==> config.mk <==
export PLATFORM = sky130hd
export DESIGN_NAME = regfile_read_arbiter
export DESIGN_NICKNAME = d
export VERILOG_FILES = /design/src/rtl/regfile_read_arbiter_pkg.sv /design/src/rtl/regfile_read_arbiter_rr_pick.sv /design/src/rtl/regfile_read_arbiter.sv
export SDC_FILE = /design/constraint.sdc
export NUM_CORES = 1
export LEC_CHECK = 0
export ABC_CLOCK_PERIOD_IN_PS = 10900
export CELL_PAD_IN_SITES_DETAIL_PLACEMENT = 1
export CELL_PAD_IN_SITES_GLOBAL_PLACEMENT = 1
export CORE_UTILIZATION = 37
export DETAILED_ROUTE_END_ITERATION = 10
export PLACE_DENSITY = 0.81
export SETUP_SLACK_MARGIN = 0.1
export SYNTH_ARGS = -nofsm -noshare
export SYNTH_HDL_FRONTEND = slang
export SYNTH_SLANG_ARGS = --single-unit
export TNS_END_PERCENT = 10
==> constraint.sdc <==
create_clock -name clock -period 10.9 [get_ports clock]
set_input_delay 3.27 -clock clock [delete_from_list [all_inputs] [get_ports clock]]
set_output_delay 3.27 -clock clock [all_outputs]
set_load 0.005 [all_outputs]
==> src/rtl/regfile_read_arbiter_pkg.sv <==
// Register-file geometry shared by the read arbiter and the register file,
// plus the write-forwarding match used when capturing a granted read.
package regfile_read_arbiter_pkg;

  localparam int REG_ADDR_W = 5;
  localparam int REG_DATA_W = 32;
  localparam int REG_COUNT  = 32;

  // Register 0 is hard-wired, so a write to it never overrides the port value.
  function automatic logic fwd_hit(
    input logic                  we,
    input logic [REG_ADDR_W-1:0] wr_addr,
    input logic [REG_ADDR_W-1:0] rd_addr
  );
    return we && (wr_addr == rd_addr) && (rd_addr != '0);
  endfunction

endpackage

==> src/rtl/regfile_read_arbiter_rr_pick.sv <==
// Combinational round-robin picker: the first eligible index at or after
// rr_ptr (wrapping modulo NUM_REQ) wins.
module rr_pick #(
  parameter int NUM_REQ = 4,
  parameter int PTR_W   = 2
) (
  input  logic [NUM_REQ-1:0] elig,
  input  logic [PTR_W-1:0]   rr_ptr,
  output logic [NUM_REQ-1:0] gnt,
  output logic [PTR_W-1:0]   idx,
  output logic               any
);

  logic [PTR_W:0] cand;

  always_comb begin
    gnt  = '0;
    idx  = '0;
    any  = 1'b0;
    cand = '0;
    for (int k = 0; k < NUM_REQ; k++) begin
      cand = {1'b0, rr_ptr} + (PTR_W+1)'(k);
      if (cand >= (PTR_W+1)'(NUM_REQ)) begin
        cand = cand - (PTR_W+1)'(NUM_REQ);
      end
      if (!any && elig[cand[PTR_W-1:0]]) begin
        any = 1'b1;
        idx = cand[PTR_W-1:0];
      end
    end
    gnt[idx] = any;
  end

endmodule

==> src/rtl/regfile_read_arbiter.sv <==
// Round-robin sharing of one register-file read port among NUM_REQ
// four-phase requesters, with same-cycle write forwarding into the responses.
module regfile_read_arbiter
  import regfile_read_arbiter_pkg::*;
#(
  parameter int NUM_REQ = 4
) (
  input  logic                             clock,
  input  logic                             ctrl_reset,
  input  logic [NUM_REQ-1:0]               req_valid,
  input  logic [REG_ADDR_W*NUM_REQ-1:0]    req_addr,
  output logic [REG_ADDR_W-1:0]            ctrl_readReg,
  output logic                             port_en,
  input  logic [REG_DATA_W-1:0]            read_data,
  input  logic                             ctrl_writeEnable,
  input  logic [REG_ADDR_W-1:0]            ctrl_writeReg,
  input  logic [REG_DATA_W-1:0]            data_writeReg,
  output logic [NUM_REQ-1:0]               grant,
  output logic [NUM_REQ-1:0]               rsp_valid,
  output logic [REG_DATA_W*NUM_REQ-1:0]    rsp_data
);

  localparam int PTR_W = (NUM_REQ > 1) ? $clog2(NUM_REQ) : 1;

  logic [NUM_REQ-1:0][REG_ADDR_W-1:0] addr_arr;
  logic [NUM_REQ-1:0]                 done_q, done_d;
  logic [PTR_W-1:0]                   rr_ptr_q, rr_ptr_d;
  logic [NUM_REQ-1:0][REG_DATA_W-1:0] rsp_data_q, rsp_data_d;

  logic [NUM_REQ-1:0]    elig;
  logic [NUM_REQ-1:0]    pick_gnt;
  logic [PTR_W-1:0]      pick_idx;
  logic                  pick_any;
  logic                  gnt_vld;
  logic [REG_ADDR_W-1:0] sel_addr;
  logic [REG_DATA_W-1:0] cap_word;

  assign addr_arr = req_addr;
  assign elig     = req_valid & ~done_q;

  rr_pick #(
    .NUM_REQ (NUM_REQ),
    .PTR_W   (PTR_W)
  ) u_rr_pick (
    .elig   (elig),
    .rr_ptr (rr_ptr_q),
    .gnt    (pick_gnt),
    .idx    (pick_idx),
    .any    (pick_any)
  );

  // Grants are suppressed while reset is held so the port stays quiet.
  assign gnt_vld  = pick_any & ~ctrl_reset;
  assign sel_addr = addr_arr[pick_idx];

  always_comb begin
    grant        = gnt_vld ? pick_gnt : '0;
    port_en      = gnt_vld;
    ctrl_readReg = gnt_vld ? sel_addr : '0;
    cap_word     = fwd_hit(ctrl_writeEnable, ctrl_writeReg, sel_addr) ? data_writeReg : read_data;

    done_d     = done_q & req_valid;
    rsp_data_d = rsp_data_q;
    rr_ptr_d   = rr_ptr_q;
    if (gnt_vld) begin
      done_d[pick_idx]     = 1'b1;
      rsp_data_d[pick_idx] = cap_word;
      rr_ptr_d             = (pick_idx == PTR_W'(NUM_REQ-1)) ? '0 : pick_idx + PTR_W'(1);
    end
  end

  always_ff @(posedge clock or posedge ctrl_reset) begin
    if (ctrl_reset) begin
      done_q     <= '0;
      rr_ptr_q   <= '0;
      rsp_data_q <= '0;
    end else begin
      done_q     <= done_d;
      rr_ptr_q   <= rr_ptr_d;
      rsp_data_q <= rsp_data_d;
    end
  end

  assign rsp_valid = done_q;
  assign rsp_data  = rsp_data_q;

endmodule

==> flow_summary.yaml <==
outcome:
  status: "finished, final reports clean"
synth:
  ys_top_cells_by_area: "dfrtp_1 51%, a21oi_2 16%, mux2i_4 10%"
  netlist.area_leader.share: 0.515
  yosys.area_share.simple: 0.120
  synthXorXnorAreaFrac: 0.00134
  synth-edff-count: 0
  synth_compound_gate_area_share: 0.209
  synth-seq-cells: 134
  avgSynthCellArea_um2: 12.1
  muxShareOfSynthArea: 0.112
  netlist-cell-type-count: 47
  seq_area_frac_synth: 0.515
  syn-num-nets: 639
  synthCells: 539
  yosysTopAreaCell: "dfrtp_1"
  async_flop_share: 1.00
  synthAdderAreaFrac: 0.00768
  synthFlopType: "dfrtp_1"
  yosys_warnings: 0
  synth_top_family_by_area: "compound AO/OA/AOI/OAI gates"
  synthesis.area_um2: 6510
cells_and_area:
  seqCellArea_um2: 3350
  multi_input_area_um2: 2940
  antenna_cells: 0
  fin_nets: 868
  final_common_cell: "clkdlybuf4s50_1"
  fill_cells: 1784
  final_cell_mix: "237 x clkdlybuf4s50_1, 135 x nor2_1, 134 x dfrtp_1"
  syn2layout_area_growth_pct: 47.5
  final_layout_size_suffix_gt1_frac: 0.277
grt:
  grt.total_usage: 0.223
  grt_overflow: 0
  grt_pass1_wl_um: 30300
  grt_antenna_before_repair: 0
  grt_pass1_vias: 5405
  grt_max_degree: 82
flow_run:
  maxCapViolCount: 0
worst_hold_path:
  hp-class: "flop to flop"
route:
  final_antenna_net_count: 0
  dr.first_iter.drc_count: 158
  routed_wl_um: 19400
  dr_total_vias: 4890
  vias_per_cell: 4.86
  first_pass_iters: 4
  drc: 0
  routedWlPerCell_um: 19.3
sta:
  rsz0062_at_grt: "no"
  worst_slew_pin_slew_ns: 0.913
  hold_viol_final: 0
  finalSetupViolations: 0
  min_period_over_period: 0.849
  skew_ns: 0.0121
  maxSlewViolCount: 0
  fmax_mhz: 108
  timing.setup.tns_ns: 0
  layout_min_cycle_time_ns: 9.26
  relSlewSlack: 0.391
pwr:
  ir_drop_uv: 121
  power_density_nw_per_um2: 297
  finalPower_w: 0.00285
  p_leak_nw: 3.68
floorplanning:
  coreArea_um2: 17200
  num_io_pins: 238
  dieWidth_um: 135
  die_area_um2: 18100
  row_count: 48
  die_y_um: 135
  start_util: 0.378
clocking:
  post_cts_buffers: 0
  ctsResizeCount: 0
  clock_latency_ns: 0.42
  cts_root_buf: "clkbuf_16"
  tritoncts: "built"
  cts.sinks: 134
  cts_made_buffers: 17
  cts.htree.levels: 4
  clkTransAtPathRegs_ns: 0.06
  clock_path_buffers: 2
  cts_hold_buf: 0
worst_setup_path:
  r2r_slack_ns: 7.24
  arrival_ns: 5.99
  endpoint_kind: "output port"
  critPathRequiredTime_ns: 7.63
  cp-start-kind: "primary input"
  critical_path_class: "primary input to output port"
  critPathMaxFanout: 28
placement:
  routabilityCongestion: 0.866
  dp_hpwl_um: 14300
  io_buffers: 237
[cells in the mapped netlist (2+ instances only)]
master and n:
or2_1 4, a21o_1 4, clkbuf_1 21, and2_1 4, nand2_1 4, ha_1 4
o21ai_0 3, a211oi_1 2, buf_2 7, nand2b_1 3, mux2i_1 4, nor3b_1 8
inv_2 2, nor2_1 135, mux2i_4 30, a211oi_2 6, buf_12 3, inv_1 2
o21a_1 3, a21oi_1 9, dfrtp_1 134, nor3_1 3, a21oi_2 120
[per-stage QoR]
step,util,hold slack [ns],cells,area [µm²],setup slack (ns)
2_1_floorplan,-,0.487,539,6510,2.67
6_report,0.557,0.499,1006,9610,1.64
3_3_place_gp,0.524,0.484,974,9040,1.73
5_1_grt,0.557,0.538,1006,9610,1.56
3_5_place_dp,0.524,0.482,974,9040,1.68
4_1_cts,0.557,0.497,1006,9610,1.65
[registers in the layout (all words and copies together) (netlist names)]
| name | count |
|---|---|
| rsp_data | 128 |
| rsp_valid | 4 |
| rr_ptr_q | 2 |
[report_power, final]
group / leakage (nW) / internal, W / switching [W] / total, W
Combinational: 1.93 / 0.000752 / 0.000664 / 0.00142
Sequential: 1.48 / 0.000745 / 0.000148 / 0.000892
Clock: 0.266 / 0.000321 / 0.000225 / 0.000546
Total: 3.68 / 0.00182 / 0.00104 / 0.00285
[cell families (layout without fill, tap and decap cells)]
kind of cell    Yosys count  in the layout
simple gates            172            172
compound gates          154            154
flops                   134            134
buf+inv                  39            281
mux                      35             35
fa+ha+maj                 4              4
xor+xnor                  1              1
[per-layer routing]
layer	share of wire	global-route usage
met3	0.073	0.0747
met2	0.51	0.387
met5	0	0
met1	0.40	0.261
met4	0.018	0.0674
[worst max-delay path, stage by stage]
cell             delay [ns]
clkdlybuf4s50_1        0.59
or3b_4                 0.43
a21oi_4                0.30
nor2_4                 0.12
clkinv_8               0.11
ha_1                   0.15
and2_4                 0.41
clkdlybuf4s50_1        0.59
[worst paths after layout]
path	start	endpoint	depth (start not counted)
min in group asynchronous	ctrl_reset	rsp_valid[2]	2
max in group asynchronous	ctrl_reset	rsp_data[110]	3
setup reg to reg	rsp_valid[0]	rsp_data[95]	11
setup / recovery	req_valid[0]	grant[1]	8
hold reg to reg	rsp_valid[1]	rsp_valid[1]	1
hold / removal	rsp_valid[1]	rsp_valid[1]	1
[layout make-up]
class	count	share of cell area
tap	225	0.0293
multi-input combinational	366	0.306
clock inverter	14	0.0134
clock buffer	18	0.0457
timing repair buffer	244	0.252
inverter	5	0.00378
sequential	134	0.349
Note: power is estimated with default switching activity, not from simulation.
==> RTL edit: new RTL, config.mk and constraints unchanged <==
Change the package constant `REG_DATA_W` from 32 to 28.
--- a/src/rtl/regfile_read_arbiter_pkg.sv
+++ b/src/rtl/regfile_read_arbiter_pkg.sv
@@ -3,7 +3,7 @@
 package regfile_read_arbiter_pkg;
 
   localparam int REG_ADDR_W = 5;
-  localparam int REG_DATA_W = 32;
+  localparam int REG_DATA_W = 28;
   localparam int REG_COUNT  = 32;
 
   // Register 0 is hard-wired, so a write to it never overrides the port value.
Interface: changed (resized data_writeReg, read_data and rsp_data); port bits go from 238 to 214. The function was not compared with the original's and may differ.
==> RTL edit against the original RTL <==
Sequential cell count down 16. Total power is 5.0% lower. Sequential share of layout area fell by 0.15 points. Largest power group unchanged. Critical path depth unchanged. Wire length grew 5.2%. First-iteration DRC count increased by 82%. Cell area is 12% lower. Setup slack lost 0.33 ns. Area after synthesis shrank 12%. Cell count fell by 7.2%. Critical path type unchanged. Highest routed layer unchanged.
==> RTL edit: results (changes against the original RTL) <==
Global route
  • All-Layer GR Usage: 26.4% (+4.1 points)
  • Initial antenna violation count: 2 (+2)

Finish
  • Fill cells: 1619 (-9.2%)
  • Final core occ: 56.1% (+0.37 points)
  • Nets: 824 (-5.1%)
  • Share of layout cells above drive strength 1: 14.1% (-14 points)
  • Max FFs per register: 112 (-13%)

Worst setup path
  • Worst EP arrival: 6.32 ns (+0.33 ns)
  • Reg2reg end: rsp_data[76]
  • CP max FO: 58 (+110%)
  • Worst setup path end: grant[2]
  • Worst reg2reg path depth: 9 (-2)

Placement
  • Dpl cell area: 7930 sq um (-12%)
  • Post-DP HPWL: 14000 microns (-1.8%)
  • Placed Cells: 901 (-7.5%)
  • GPL Wtd Cong: 0.864 (-0.24%)

Route
  • Final wirelength: 20400 microns (+5.2%)
  • Met1 wire length: 8580 microns (+11%)
  • Met3 WL: 1240 microns (-13%)

Logic synthesis
  • Sequential share of the synthesized area: 51.7% (+0.24 points)
  • Syn Area/Cell: 10.6 sq um (-12%)

Pwr
  • Switching power: 0.00105 W (+1.2%)
  • P_seq: 0.000795 W (-11%)
  • Int Power: 0.00166 W (-8.6%)
  • Peak supply drop: 0.000368 V (+200%)

Min path
  • Min-Delay Endpoint: rsp_valid[3]

Outcome
  • Status: finished clean

Timing
  • Final Skew: 0.00909 ns (-0.00304 ns)
  • Fin crit period: 9.59 ns (+0.332 ns)
  • Fin Hold WS: 0.512 ns (+0.0132 ns)
==> RTL edit: layout make-up <==
type | count | share of cell area (%)
Timing Repair Buffer | 221 | 25.8
Inverter | 11 | 0.545
Clock inverter | 12 | 1.24
Multi-Input combinational cell | 363 | 29.5
Antenna cell | 2 | 0.0589
Tap cell | 188 | 2.77
Sequential cell | 118 | 34.8
Clock buffer | 19 | 5.33
==> RTL edit: cells by family (layout without fill, tap and decap cells) <==
kind of cell | Yosys count | after routing | synth area share [%]
AO/OA/AOI/OAI | 168 | 168 | 21.7
XOR/XNOR | 1 | 1 | 0.153
other | 0 | 2 | 0
flip-flops | 118 | 118 | 51.7
AND/OR/NAND/NOR | 181 | 181 | 18.7
adder cells (fa/ha/maj) | 4 | 4 | 0.877
multiplexers | 9 | 9 | 2.06
buffers and inverters | 56 | 263 | 4.80
